[src/rtl/demux2_n_buf.sv]
`default_nettype none
// ============================================================================
// Module      : demux2_n_buf
// Description : Buffered 1-to-2 N-bit demultiplexer. One valid/ready input
//               stream is steered by in_sel to channel A (0) or channel B (1).
//               Each channel owns a 2-entry FIFO, so a stalled consumer on one
//               side never blocks, corrupts or reorders the other side.
//
// Ports       : clk                 rising-edge clock
//               reset               synchronous, active-high reset
//               in_data/in_sel      word to route and its destination
//               in_valid/in_ready   producer handshake (in_ready is decoded
//                                   from registered occupancy and in_sel only)
//               a_data/a_valid      head of FIFO A, FIFO A not empty
//               a_ready             consumer A accepts the head word
//               b_data/b_valid      head of FIFO B, FIFO B not empty
//               b_ready             consumer B accepts the head word
//               a_count/b_count     16-bit accepted-word counters per channel,
//                                   present only when DEMUX2_N_STATS_EN is
//                                   defined
//
// Options     : DEMUX2_N_STATS_EN   adds the a_count/b_count statistics ports
//
// Revision    : 1.0 - initial release
// ============================================================================

module demux2_n_buf #(
    parameter int N = 32
) (
    input  logic         clk,
    input  logic         reset,

    input  logic [N-1:0] in_data,
    input  logic         in_sel,
    input  logic         in_valid,
    output logic         in_ready,

    output logic [N-1:0] a_data,
    output logic         a_valid,
    input  logic         a_ready,

    output logic [N-1:0] b_data,
    output logic         b_valid,
    input  logic         b_ready
`ifdef DEMUX2_N_STATS_EN
    ,
    output logic [15:0]  a_count,
    output logic [15:0]  b_count
`endif
);

    // Occupancy at which a FIFO refuses further pushes.
    localparam logic [1:0] c_depth = 2'd2;

    // Per-channel status/handshake vectors, index 0 = A, index 1 = B.
    logic [1:0]   w_full;
    logic [1:0]   w_valid;
    logic [1:0]   w_push;
    logic [1:0]   w_pop;
    logic [1:0]   w_out_ready;
    logic [N-1:0] w_head [2];
    logic         w_sel_full;
    logic         w_xfer;

    assign w_out_ready = {b_ready, a_ready};

    // in_ready looks only at registered occupancy of the selected channel.
    // A full FIFO whose consumer pops this cycle still reports full; the
    // freed slot is advertised one cycle later, which keeps consumer ready
    // signals out of the producer's combinational path.
    assign w_sel_full = in_sel ? w_full[1] : w_full[0];
    assign in_ready   = ~reset & ~w_sel_full;
    assign w_xfer     = in_valid & in_ready;

    assign w_push[0]  = w_xfer & ~in_sel;
    assign w_push[1]  = w_xfer &  in_sel;
    assign w_pop      = w_valid & w_out_ready;

    // ------------------------------------------------------------------------
    // Two identical 2-entry FIFOs. Full/empty comes from the occupancy count,
    // never from comparing the 1-bit pointers, since the pointers alias when
    // the FIFO is either empty or full.
    // ------------------------------------------------------------------------
    generate
        for (genvar gi = 0; gi < 2; gi++) begin : g_chan
            logic [N-1:0] r_mem0;
            logic [N-1:0] r_mem1;
            logic [1:0]   r_cnt;
            logic         r_wp;
            logic         r_rp;

            always_ff @(posedge clk) begin
                if (reset) begin
                    // Storage is cleared so the data outputs read 0 after reset.
                    r_mem0 <= '0;
                    r_mem1 <= '0;
                    r_cnt  <= 2'd0;
                    r_wp   <= 1'b0;
                    r_rp   <= 1'b0;
                end else begin
                    if (w_push[gi]) begin
                        if (r_wp) begin
                            r_mem1 <= in_data;
                        end else begin
                            r_mem0 <= in_data;
                        end
                        r_wp <= ~r_wp;
                    end

                    if (w_pop[gi]) begin
                        r_rp <= ~r_rp;
                    end

                    // Push and pop together can only happen at count 1 (a
                    // full FIFO blocks the push, an empty one has no pop),
                    // and leave the count unchanged.
                    case ({w_push[gi], w_pop[gi]})
                        2'b10:   r_cnt <= r_cnt + 2'd1;
                        2'b01:   r_cnt <= r_cnt - 2'd1;
                        default: r_cnt <= r_cnt;
                    endcase
                end
            end

            assign w_full[gi]  = (r_cnt == c_depth);
            assign w_valid[gi] = (r_cnt != 2'd0);
            assign w_head[gi]  = r_rp ? r_mem1 : r_mem0;
        end
    endgenerate

    assign a_data  = w_head[0];
    assign a_valid = w_valid[0];
    assign b_data  = w_head[1];
    assign b_valid = w_valid[1];

`ifdef DEMUX2_N_STATS_EN
    // ------------------------------------------------------------------------
    // Accepted-word counters; free-running and wrapping at 16 bits.
    // ------------------------------------------------------------------------
    logic [15:0] r_a_count;
    logic [15:0] r_b_count;

    always_ff @(posedge clk) begin
        if (reset) begin
            r_a_count <= 16'd0;
            r_b_count <= 16'd0;
        end else begin
            if (w_push[0]) begin
                r_a_count <= r_a_count + 16'd1;
            end
            if (w_push[1]) begin
                r_b_count <= r_b_count + 16'd1;
            end
        end
    end

    assign a_count = r_a_count;
    assign b_count = r_b_count;
`endif

endmodule

`default_nettype wire

[config.mk]
export PLATFORM = sky130hd
export DESIGN_NAME = demux2_n_buf
export DESIGN_NICKNAME = d
export VERILOG_FILES = /design/src/rtl/demux2_n_buf.sv
export SDC_FILE = /design/constraint.sdc
export NUM_CORES = 1
export LEC_CHECK = 0
export ABC_AREA = 1
export CAP_MARGIN = 30
export CELL_PAD_IN_SITES_DETAIL_PLACEMENT = 1
export CELL_PAD_IN_SITES_GLOBAL_PLACEMENT = 1
export CORE_ASPECT_RATIO = 1.2
export CORE_MARGIN = 2
export CORE_UTILIZATION = 37
export DETAILED_ROUTE_END_ITERATION = 16
export PLACE_DENSITY = 0.9
export SYNTH_ARGS = -nofsm -noshare
export SYNTH_HDL_FRONTEND = slang
export SYNTH_SLANG_ARGS = --single-unit
[constraint.sdc]
create_clock -name clk -period 2.3 [get_ports clk]
set_input_delay 0.23 -clock clk [delete_from_list [all_inputs] [get_ports clk]]
set_output_delay 0.23 -clock clk [all_outputs]
set_load 0.03 [all_outputs]
==> impl_metrics.json <==
{
  "cts_tree": "done",
  "cp.required_ns": 2.07,
  "tightestPinTransition_ns": 0.693,
  "max_freq_mhz": 456,
  "gp_congestion": 0.780,
  "clk_path_buf_depth": 2,
  "gr-total-overflow": 0,
  "clk_pin_slew_ns": 0.06,
  "drv_slew": 0,
  "fillers": 2281,
  "clock_sinks": 136,
  "initial_core_util": 0.374,
  "drtAntennaViolNets": 0,
  "final_nets": 1142,
  "track_usage": 0.234,
  "placementRows": 53,
  "seq_area_frac_synth": 0.417,
  "vias": 6783,
  "grt_first_pass_wirelength_mm": 35.2,
  "antenna_found_initial": 0,
  "fp.dieH_um": 150,
  "drt_iter0_markers": 428,
  "crit_path_max_fanout": 49,
  "critPathLaunchType": "flop",
  "synth_area_leader_cell": "dfxtp_1",
  "status": "completed",
  "ctsHoldBuffers": 0,
  "ys_warn_count": 0,
  "hp-class": "in -> reg",
  "drt-vias-per-instance": 5.08,
  "num_antenna_cells": 0,
  "slowest_delay_ns": 0.72,
  "vdd_drop_max_uv": 506,
  "final_hold_viol_count": 0,
  "tns_ns": 0,
  "power_density_mw_per_mm2": 773,
  "finalClockSkew_ns": 0.00990,
  "area_growth_pct": 27.7,
  "hold-path-cell-count": 4,
  "path_cells": "buf_12 > nand2_1 > o21ai_1 > clkdlybuf4s50_1",
  "grt_max_degree": 73,
  "route.detailed.drc": 0,
  "cp_slowest_cell": "clkdlybuf4s50_1",
  "drt_pass1_iterations": 4,
  "end_kind": "primary output",
  "io_buffers": 104,
  "placed_area_sq_mm": 0.00773,
  "arrival_ns": 1.96,
  "routed_wl_mm": 21.7,
  "pin_count": 105,
  "finalSetupViolations": 0,
  "syn_area_sq_mm": 0.00653,
  "synth_nets": 1071,
  "synth_cell_types": 17,
  "post_cts_buffers": 0,
  "syn_avg_cell_area_sq_um": 6.33,
  "drive_gt1_frac": 0.0655,
  "final_area_sq_mm": 0.00834,
  "place_hpwl_mm": 13.5,
  "dieWidth_um": 125,
  "dieArea_sq_mm": 0.0187,
  "rr_worst_depth": 8,
  "syn_inst": 1031,
  "grt_pass1_vias": 7080,
  "crit_type": "reg -> out",
  "max_cap_violations": 0,
  "fin_crit_ns": 2.19,
  "synthTopCellsByArea": "dfxtp_1 (42%), nand2_1 (15%), inv_1 (9.5%), o21ai_1 (7.9%), nor2_1 (7.4%)",
  "ys_seq_elements": 136,
  "clockRootBuffer": "clkbuf_16",
  "coreArea_sq_mm": 0.0174,
  "htree_levels": 4,
  "rsz0062_at_grt": "false",
  "finalCritPeriodShare": 0.954,
  "leakage_uw": 0.00385,
  "cts_resized": 0,
  "cts_buffers": 17,
  "yosysTopAreaCellShare": 0.417,
  "relSlewSlack": 0.538,
  "wire_per_inst_um": 16.2,
  "clock_latency_ns": 0.42
}
## state kept, by name, summed over array words and instances, names as in the netlist
name           flops
g_chan.r_cnt       4
g_chan.r_mem0     64
g_chan.r_wp        2
g_chan.r_mem1     64
g_chan.r_rp        2
## worst max-delay path, delay by kind of cell, from the launching register on
kind            cells  cell delay, ns
flops               1            0.35
buf+inv             2            0.95
simple gates        1            0.07
compound gates      1            0.15
## power by group
group          leakage, uW  internal (uW)  switching (uW)
Clock             0.000298           1830            1040
Sequential         0.00111           2450            49.1
Combinational      0.00245            361             706
## path summary, 6_finish.rpt
check | start | to | slack (ns)
max | g_chan[1].r_rp | b_data[1] | 0.11
min | in_sel | g_chan[1].r_wp | 0.25
max reg2reg | g_chan[0].r_cnt[0] | g_chan[1].r_mem1[13] | 0.43
min reg2reg | g_chan[0].r_mem1[24] | g_chan[0].r_mem1[24] | 0.50
## cell usage in the layout (no fill, tap or decap), drive strengths merged
| cell type | n |
|---|---|
| nor3 | 64 |
| inv | 172 |
| o21ai | 105 |
| a21oi | 10 |
| nor2 | 132 |
| clkdlybuf4s50 | 97 |
| ha | 2 |
| clkinv | 6 |
| buf | 31 |
| nand3 | 3 |
| bufinv | 4 |
| nand2 | 263 |
| dfxtp | 136 |
| clkbuf | 22 |
| nand4 | 67 |
## synth_stat cells
cell	n
nand2_1	263
inv_1	165
dfxtp_1	136
nor2_1	129
o21ai_1	103
nand4_1	66
nor3_1	64
clkbuf_1	56
buf_2	18
a21oi_1	10
inv_2	8
nand3_1	3
nor2_2	3
buf_1	2
ha_1	2
o21ai_0	2
nand4_2	1
## final cells by class
| type | instances | area [sq um] | share of cell area |
|---|---|---|---|
| Multi-Input combinational cell | 646 | 2860 | 0.343 |
| Tap cell | 220 | 275 | 0.0330 |
| Clock buffer | 22 | 454 | 0.0545 |
| Sequential cell | 136 | 2720 | 0.327 |
| Clock inverter | 9 | 149 | 0.0179 |
| Timing Repair Buffer | 128 | 1230 | 0.147 |
| Inverter | 173 | 651 | 0.0780 |
## layer usage
metal  track usage  share of wire  wire length [um]  vias to the layer above
met4        0.0978          0.025               541                        0
met2         0.413           0.50             10900                      160
met1         0.282           0.43              9420                     3248
met5             0              0                 0                        -
met3        0.0415          0.040               860                       39
li1              -              -                 -                     3336
## logic make-up (layout without fill, tap and decap cells)
logic type	after synthesis	count (layout)	share of synthesized area
compound gates	115	115	0.0881
buf+inv	249	332	0.147
fa+ha+maj	2	2	0.00383
flops	136	136	0.417
simple gates	529	529	0.345
## through the flow
stage / utilization / std cells / worst slack [ns] / power [uW] / hold slack (ns)
3_5_place_dp: 0.444 / 1303 / 0.232 / 3600 / 0.487
2_1_floorplan: - / 1031 / 0.498 / 3170 / 0.299
5_1_grt: 0.478 / 1334 / 0.0444 / 6680 / 0.251
4_1_cts: 0.478 / 1334 / 0.0897 / 6460 / 0.233
6_report: 0.478 / 1334 / 0.106 / 6440 / 0.248
3_3_place_gp: 0.444 / 1303 / 0.307 / 3580 / 0.476
Note: power is estimated with default switching activity, not from simulation.
